File: src/rtl/cva6_clic_irq_arbiter.sv
// CLIC-to-CVA6 interrupt arbiter: filters the CLIC's selected irq against privilege, enables and
// thresholds, then holds it as a registered request through IDLE/REQ/ACK. Optional: CLIC_UMODE_EN.
module cva6_clic_irq_arbiter #(
  parameter int unsigned NumSrc = 256,
  parameter int unsigned LvlW   = 8,
  parameter int unsigned XLEN   = 64,
  parameter int unsigned IdW    = (NumSrc > 1) ? $clog2(NumSrc) : 1
) (
  input  logic            clk_i,
  input  logic            rst_i,
  input  logic [1:0]      priv_lvl_i,
  input  logic            mie_i,
  input  logic            sie_i,
  input  logic            uie_i,
  input  logic [LvlW-1:0] mintthresh_i,
  input  logic [LvlW-1:0] sintthresh_i,
  input  logic [LvlW-1:0] uintthresh_i,
  input  logic [LvlW-1:0] mil_i,
  input  logic [LvlW-1:0] sil_i,
  input  logic [LvlW-1:0] uil_i,
  input  logic            clic_irq_valid_i,
  input  logic [IdW-1:0]  clic_irq_id_i,
  input  logic [LvlW-1:0] clic_irq_level_i,
  input  logic [1:0]      clic_irq_priv_i,
  output logic            clic_irq_ready_o,
  input  logic            kill_req_i,
  output logic            kill_ack_o,
  output logic            irq_req_o,
  output logic [1:0]      irq_priv_o,
  output logic [LvlW-1:0] irq_level_o,
  output logic [XLEN-1:0] irq_cause_o,
  input  logic            irq_ack_i
);

  localparam logic [1:0] PrivM = 2'd3;
  localparam logic [1:0] PrivS = 2'd1;
  localparam logic [1:0] PrivU = 2'd0;

  typedef enum logic [1:0] {
    IDLE = 2'd0,
    REQ  = 2'd1,
    ACK  = 2'd2
  } state_e;

  state_e            state_q, state_d;
  logic              capture;
  logic              hit;
  logic              u_hit;
  logic [LvlW-1:0]   m_th, s_th;
  logic [IdW-1:0]    id_q;
  logic [LvlW-1:0]   level_q;
  logic [1:0]        priv_q;
  logic [XLEN-1:0]   cause_q, cause_d;
  logic              req_q, ready_q;

  // Effective threshold is the stricter of the programmed threshold and the current level.
  assign m_th = (mintthresh_i > mil_i) ? mintthresh_i : mil_i;
  assign s_th = (sintthresh_i > sil_i) ? sintthresh_i : sil_i;

`ifdef CLIC_UMODE_EN
  logic [LvlW-1:0] u_th;
  assign u_th  = (uintthresh_i > uil_i) ? uintthresh_i : uil_i;
  assign u_hit = (clic_irq_priv_i == PrivU) && (clic_irq_level_i > u_th) && uie_i;
`else
  logic unused_umode;
  assign unused_umode = ^{uie_i, uintthresh_i, uil_i};
  assign u_hit        = 1'b0;
`endif

  // An irq targeting a higher privilege than the current mode is taken regardless of that
  // mode's enable and threshold; same-privilege irqs need both.
  always_comb begin
    // NOTE: every always_comb output gets a default first so no path leaves it unassigned,
    // which would otherwise infer a latch.
    hit = 1'b0;
    if (clic_irq_valid_i) begin
      case (priv_lvl_i)
        PrivM: hit = (clic_irq_priv_i == PrivM) && (clic_irq_level_i > m_th) && mie_i;
        PrivS: hit = (clic_irq_priv_i == PrivM)
                  || ((clic_irq_priv_i == PrivS) && (clic_irq_level_i > s_th) && sie_i);
        PrivU: hit = (clic_irq_priv_i == PrivM)
                  || ((clic_irq_priv_i == PrivS) && sie_i)
                  || u_hit;
        default: hit = 1'b0;
      endcase
    end
  end

  always_comb begin
    state_d    = state_q;
    capture    = 1'b0;
    kill_ack_o = 1'b0;
    case (state_q)
      IDLE: begin
        if (kill_req_i) begin
          kill_ack_o = 1'b1;
        end else if (hit) begin
          capture = 1'b1;
          state_d = REQ;
        end
      end
      REQ: begin
        // A committed trap outranks a withdrawal; the kill is acknowledged from ACK instead.
        if (irq_ack_i) begin
          state_d = ACK;
        end else if (kill_req_i) begin
          kill_ack_o = 1'b1;
          state_d    = IDLE;
        end else if (!hit) begin
          state_d = IDLE;
        end else if (clic_irq_level_i > level_q) begin
          capture = 1'b1;
        end
      end
      ACK: begin
        kill_ack_o = kill_req_i;
        state_d    = IDLE;
      end
      default: state_d = IDLE;
    endcase
  end

  always_comb begin
    cause_d                = '0;
    cause_d[XLEN-1]        = 1'b1;
    cause_d[16 +: LvlW]    = clic_irq_level_i;
    cause_d[IdW-1:0]       = clic_irq_id_i;
  end

  always_ff @(posedge clk_i) begin
    // NOTE: sequential state is written with <= so every flop samples pre-edge values,
    // independent of statement order.
    if (rst_i) begin
      state_q <= IDLE;
      req_q   <= 1'b0;
      ready_q <= 1'b0;
    end else begin
      state_q <= state_d;
      req_q   <= (state_d == REQ);
      ready_q <= (state_d == ACK);
    end
  end

  always_ff @(posedge clk_i) begin
    // NOTE: the capture registers are reset too, so the held id/level/cause read as zero
    // after reset rather than whatever the last request left behind.
    if (rst_i) begin
      id_q    <= '0;
      level_q <= '0;
      priv_q  <= '0;
      cause_q <= '0;
    end else if (capture) begin
      id_q    <= clic_irq_id_i;
      level_q <= clic_irq_level_i;
      priv_q  <= clic_irq_priv_i;
      cause_q <= cause_d;
    end
  end

  logic unused_id;
  assign unused_id = ^id_q;

  assign irq_req_o        = req_q;
  assign clic_irq_ready_o = ready_q;
  assign irq_priv_o       = priv_q;
  assign irq_level_o      = level_q;
  assign irq_cause_o      = cause_q;

endmodule

File: config.mk
export PLATFORM = sky130hd
export DESIGN_NAME = cva6_clic_irq_arbiter
export DESIGN_NICKNAME = d
export VERILOG_FILES = /design/src/rtl/cva6_clic_irq_arbiter.sv
export SDC_FILE = /design/constraint.sdc
export NUM_CORES = 1
export LEC_CHECK = 0
export CORE_MARGIN = 1
export CORE_UTILIZATION = 39
export DETAILED_ROUTE_END_ITERATION = 10
export GPL_TIMING_DRIVEN = 0
export PLACE_DENSITY_LB_ADDON = 0.05
export SKIP_LAST_GASP = 1
export SYNTH_ARGS = -nofsm -noshare
export SYNTH_HDL_FRONTEND = slang
export SYNTH_SLANG_ARGS = --single-unit
File: constraint.sdc
create_clock -name clk_i -period 5 [get_ports clk_i]
set_input_delay 1.5 -clock clk_i [delete_from_list [all_inputs] [get_ports clk_i]]
set_output_delay 1.5 -clock clk_i [all_outputs]
set_load 0.05 [all_outputs]
==> results.cfg, run 1 <==
[power]
p_sw_mw = 0.253
intPower_mw = 0.390
switching_share = 0.393
pwr-share-comb = 0.524
clockPowerShare = 0.183
p_leak_nw = 1.80
share_seq_of_total_power = 0.293
vdd_drop_max_v = 0.000103
p_per_area_nw_per_um2 = 167

[global_route]
gr-total-overflow = 0
grt_pass1_wl_um = 9600
grt_use_total = 0.168
grt_pass1_vias = 2106
grt_start_max_net_pins = 14
antenna_found_initial = 0

[floorplan]
start_util = 0.407
row_count = 29
fp.dieH_um = 83.7
ioPinCount = 153
die_area_um2 = 7000
fp.dieW_um = 83.7
core_area_um2 = 6390

[logic_synthesis]
synth-async-reset-ratio = 0
synthAdderAreaFrac = 0.192
synth-xor-area-share = 0
netlist_area_um2 = 2600
yosysWarnings = 0
synth_top_family_by_area = buffers and inverters
seq_area_frac_synth = 0.177
synth.avg_cell_area_um2 = 8.94
yosys.area_share.simple = 0.166
synth_edf_count = 0
synthFlopType = dfxtp_1
synth_seq_cells = 23
synth_compound_area_frac = 0.122
synthCells = 291
synth.area.mux_share = 0.128
synth.distinct_cells = 39

[drt]
drt.antenna.violating_nets = 0
wl_um = 5890
drt_iter0_drc = 16
vias = 2186
routedWlPerCell_um = 11.6
drc = 0
vias_per_cell = 4.29
firstDrtPassIters = 3

[cts]
cts_tree = yes
cts_sinks = 23
insertion_delay_ps = 270
h-tree-depth = 1
cts_root_buf = clkbuf_8
hold_buffers = 0
cts_buffers = 3
path_clk_slew_ps = 80
clock_path_buffers = 2

[setup_path]
r2r_setup_slack_ps = 2960
crit_buf_inv = 5
crit_path_end_kind = register
crit_family = compound AO/OA/AOI/OAI gates
worst_path_largest_cell_delay_ps = 480
crit_chain = clkdlybuf4s50_1 > inv_1 > ha_1 > nor2b_1 > o21a_1 > o21a_1 > o21ai_2 > a21oi_4 > buf_12 > mux2_1 > ha_1 > nand4_1 > o211ai_1 > a211oi_2 > o21ai_2 > nor3_2 > buf_6 > buf_12 > mux2i_1
worstPathRequired_ps = 5200
r2r_start = irq_level_o[1]
crit_fanout = 10
cp-start-kind = input pin
r2r-end = irq_cause_o[63]
critPathLaunch = mil_i[1]
cp.arrival_ps = 4920
r2r_cells = 10
worstSetupPathType = input pin to register
slowest_stage = clkdlybuf4s50_1

[placement]
io_buffers = 87
hpwl_um = 5130
placed_cell_area_um2 = 3740
finalWeightedCongestion = 0.761

[final_layout]
nets = 549
area_growth_pct = 47.9
drive_above_1_share = 0.176
antenna_cells = 0
postLayoutCoreUtil = 0.602
fin_area_um2 = 3850

[sta]
relSlewSlack = 0.644
rsz0062_at_grt = false
setup_viol = 0
finalHoldViolCount = 0
drv_slew = 0
min_period_ps = 4720
worst_pin_slew_ps = 533
fmax_mhz = 212
hold-worst-slack_ps = 474
clock_skew_ps = 3.15
min_period_over_period = 0.945

[min_path]
worstHoldStart = irq_cause_o[0]
hold_depth = 2
hp-class = register to register
whs_endpoint = irq_cause_o[0]

[job]
cap_viol_max_count = 0

[run_status]
status = finished, final reports clean
-- final cells by class --
class | instances | area [µm²]
Buffer | 61 | 459
Clock buffer | 3 | 41.3
Clock inverter | 1 | 5.00
Fill cell | 587 | 2540
Inverter | 25 | 93.8
Multi-Input combinational cell | 228 | 1760
Sequential cell | 23 | 460
Tap cell | 77 | 96.3
Timing Repair Buffer | 91 | 926
-- worst register-to-register path, stage by stage, from the launching register on --
cell	delay (ps)
dfxtp_1	400
inv_1	80
ha_1	290
nor2b_1	130
o211ai_1	150
a21oi_1	100
o31ai_1	270
nor3_2	70
buf_6	140
buf_12	140
o21ba_1	160
-- metal layers --
layer / global-route usage / up-vias / share of wire / routed length (µm)
met4: 0.0324 / 0 / 0.0049 / 29
li1: - / 1179 / - / -
met1: 0.196 / 936 / 0.43 / 2540
met2: 0.317 / 69 / 0.51 / 3000
met5: 0 / - / 0 / 0
met3: 0.0297 / 2 / 0.053 / 312
-- cells in the final DEF (no fill, tap or decap), types with 8 or more instances in the layout --
master	Yosys	final
ha_1	40	40
dfxtp_1	23	23
nand4_1	8	8
mux2i_1	31	31
nand2b_1	34	34
a21oi_1	8	8
inv_1	25	25
clkdlybuf4s50_1	0	87
conb_1	1	47
buf_4	55	57
-- through the flow --
step	setup slack, ps	std cells	power, mW	setup TNS (ps)
global placement	-54.7	501	0.516	-378
global route	21.0	509	0.686	0
floorplan	657	337	0.433	0
detailed placement	-111	501	0.521	-690
CTS	164	505	0.640	0
finish	275	509	0.643	0
-- power by group through the flow --
stage,Combinational (mW),Clock [mW],Sequential [mW]
after global placement,0.323,0,0.193
after floorplan,0.231,0,0.202
final,0.337,0.118,0.188
after global routing,0.367,0.130,0.189
after detailed placement,0.328,0,0.193
after CTS,0.329,0.122,0.188
-- registers in the layout (all words and copies together), names as in the netlist --
signal and count:
state_q 2, irq_priv_o 2, irq_level_o 7, clic_irq_ready_o 1, irq_req_o 1, irq_cause_o 10
-- synth_stat cells, types with 2 or more instances --
library cell	count	area [µm²]
a21oi_1	8	40.0
dfxtp_1	23	460
clkbuf_1	4	15.0
o21ba_1	2	20.0
o21a_1	4	30.0
o211ai_1	3	22.5
nor3_1	3	15.0
o2111ai_1	2	17.5
nor2_1	3	11.3
mux2i_1	31	310
nor4_1	2	12.5
nand2b_1	34	213
nor2b_1	7	43.8
a21oi_4	2	32.5
nand4_1	8	50.1
nand2_1	3	11.3
and3_1	4	25.0
a21o_1	6	45.0
o21ai_1	4	20.0
inv_1	25	93.8
mux2_1	2	22.5
buf_4	55	413
ha_1	40	500
-- cells by family after synthesis --
logic type	Yosys count
buffers and inverters	86
AND/OR/NAND/NOR	69
adder cells (fa/ha/maj)	40
AO/OA/AOI/OAI	39
multiplexers	33
flip-flops	23
other	1
-- worst max-delay path by stage --
stage	to	slack, ps	cells after the start
detailed placement	irq_level_o[1]	-110	18
CTS	irq_level_o[1]	160	18
global route	irq_cause_o[7]	20	19
global placement	irq_level_o[4]	-50	18
floorplan	irq_cause_o[4]	660	17
finish	irq_level_o[1]	280	19
-- repair_timing --
action                     CTS  global route
hold endpoints to repair     0             0
setup endpoints to repair    0             8
resized for setup            0             1
setup buffers                0             4
Note: power is estimated with default switching activity, not from simulation.
==> inputs of run 2 (changes only) <==
--- a/config.mk
+++ b/config.mk
@@ -6,11 +6,13 @@
 export NUM_CORES = 1
 export LEC_CHECK = 0
 export CORE_MARGIN = 1
-export CORE_UTILIZATION = 39
+export CORE_UTILIZATION = 30
 export DETAILED_ROUTE_END_ITERATION = 10
 export GPL_TIMING_DRIVEN = 0
 export PLACE_DENSITY_LB_ADDON = 0.05
 export SKIP_LAST_GASP = 1
+export SLEW_MARGIN = 20
 export SYNTH_ARGS = -nofsm -noshare
 export SYNTH_HDL_FRONTEND = slang
 export SYNTH_SLANG_ARGS = --single-unit
+export TNS_END_PERCENT = 30
==> results.cfg, run 2 (same netlist as run 1, synthesis figures left out) <==
[run_status]
status = finished, final reports clean

[final_layout]
finalNonFillerCells = 539
final_common_cell = clkdlybuf4s50_1
postLayoutCoreUtil = 0.468
drive_above_1_share = 0.177
layout_common_cells = 87 x clkdlybuf4s50_1, 60 x buf_4, 47 x conb_1
area_growth_pct = 49.2
largest_register_ffs = 10
nets = 551
antenna_cells = 0
fill_cells = 828

[floorplan]
row_count = 33
fp.dieW_um = 95.1
fp.dieH_um = 95.1
ioPinCount = 153
core_area_um2 = 8300
die_area_um2 = 9050
start_util = 0.313

[setup_path]
cp-start-kind = input pin
crit_path_end_kind = register
r2r_cells = 10
cp.arrival_ps = 4940
r2r-end = irq_priv_o[0]
r2r_setup_slack_ps = 3020
r2r_start = irq_level_o[5]
crit_fanout = 10
worstPathRequired_ps = 5200
worstSetupPathType = input pin to register

[min_path]
worstHoldStart = irq_cause_o[1]
hold_depth = 2
whs_endpoint = irq_cause_o[1]
hp-class = register to register

[drt]
drt_iter0_drc = 36
wl_um = 5960
drt.antenna.violating_nets = 0
vias_per_cell = 4.14
routedWlPerCell_um = 11.1
drc = 0
vias = 2230
firstDrtPassIters = 4

[cts]
cts_resized = 0
h-tree-depth = 1
cts_buffers = 3
cts_tree = yes
cts_setup_buffers = 0
insertion_delay_ps = 270
clock_path_buffers = 2
hold_buffers = 0
cts_root_buf = clkbuf_8
cts_sinks = 23
path_clk_slew_ps = 90

[power]
p_sw_mw = 0.252
pwr-share-comb = 0.522
p_leak_nw = 1.81
switching_share = 0.393
vdd_drop_max_v = 0.0000732
share_seq_of_total_power = 0.294
p_per_area_nw_per_um2 = 165
intPower_mw = 0.389
clockPowerShare = 0.184

[sta]
min_period_ps = 4740
setup_viol = 0
finalHoldViolCount = 0
min_period_over_period = 0.948
clock_skew_ps = 5.47
relSlewSlack = 0.658
fmax_mhz = 211
hold-worst-slack_ps = 475
drv_slew = 0
worst_pin_slew_ps = 512
finalWorstSetupSlack_ps = 262
finalSetupTns_ps = 0
rsz0062_at_grt = false

[global_route]
gr-total-overflow = 0
grt_pass1_wl_um = 9340
antenna_found_initial = 0
grt_pass1_vias = 1986
grt_use_total = 0.132
grt_start_max_net_pins = 14

[placement]
finalWeightedCongestion = 0.787
hpwl_um = 5260
post-place-ws_ps = -144
io_buffers = 87
place_inst = 529

[job]
cap_viol_max_count = 0
## run 2: worst max-delay path by stage
stage,startpoint,to,slack (ps)
after floorplan,mil_i[1],irq_cause_o[4],660
after global placement,mil_i[1],irq_level_o[4],-90
after detailed placement,mil_i[1],irq_cause_o[5],-140
after CTS,mil_i[1],irq_level_o[4],130
after global routing,mil_i[1],irq_cause_o[5],20
final,mil_i[1],irq_cause_o[5],260
## run 2: layout make-up
cell class,instances,area (µm²),share of cell area
repair buffers,93,928,0.239
inverters,25,93.8,0.0242
plain buffers,61,459,0.118
clock buffers,3,41.3,0.0106
multi-input cells,228,1760,0.454
well taps,105,131,0.0339
clock inverters,1,5.00,0.00129
flip-flops and latches,23,460,0.119
## run 2: critical path: stages
cell             delay (ps)
clkdlybuf4s50_1         480
inv_1                    50
ha_1                    270
nor2b_1                 140
o21a_1                  170
o21a_1                  160
o21ai_1                 210
a21oi_4                 130
buf_4                   160
mux2i_1                 150
ha_1                    260
nand4_1                 130
o211ai_1                130
a211oi_2                240
o21ai_2                 100
nor3_2                  180
buf_6                   150
buf_12                  140
mux2i_1                 180
## run 2: metal layers
metal | vias to the layer above | share of wire | track usage
met3 | 2 | 0.054 | 0.0199
met2 | 70 | 0.51 | 0.236
met5 | - | 0 | 0
met1 | 973 | 0.43 | 0.165
li1 | 1185 | - | -
met4 | 0 | 0.0060 | 0.0303
## run 2: per-stage QoR
| stage | power (mW) | instance area (µm²) |
|---|---|---|
| after global routing | 0.685 | 3880 |
| after global placement | 0.519 | 3780 |
| final | 0.641 | 3880 |
| after floorplan | 0.433 | 2770 |
| after CTS | 0.643 | 3820 |
| after detailed placement | 0.522 | 3780 |
## run 2: power groups by stage
| stage | registers, mW | logic [mW] | clock network [mW] |
|---|---|---|---|
| 2_1_floorplan | 0.202 | 0.231 | 0 |
| 6_report | 0.188 | 0.335 | 0.118 |
| 4_1_cts | 0.188 | 0.330 | 0.125 |
| 5_1_grt | 0.189 | 0.365 | 0.131 |
| 3_5_place_dp | 0.193 | 0.329 | 0 |
| 3_3_place_gp | 0.193 | 0.326 | 0 |
==> inputs of run 3 (changes only) <==
--- a/config.mk
+++ b/config.mk
@@ -11,7 +11,7 @@
 export GPL_TIMING_DRIVEN = 0
 export PLACE_DENSITY_LB_ADDON = 0.05
 export SKIP_LAST_GASP = 1
-export SLEW_MARGIN = 20
+export SLEW_MARGIN = 10
 export SYNTH_ARGS = -nofsm -noshare
 export SYNTH_HDL_FRONTEND = slang
 export SYNTH_SLANG_ARGS = --single-unit
==> results of run 3 <==
No change in the layout: final DEF, timing and power equal those of run 2.
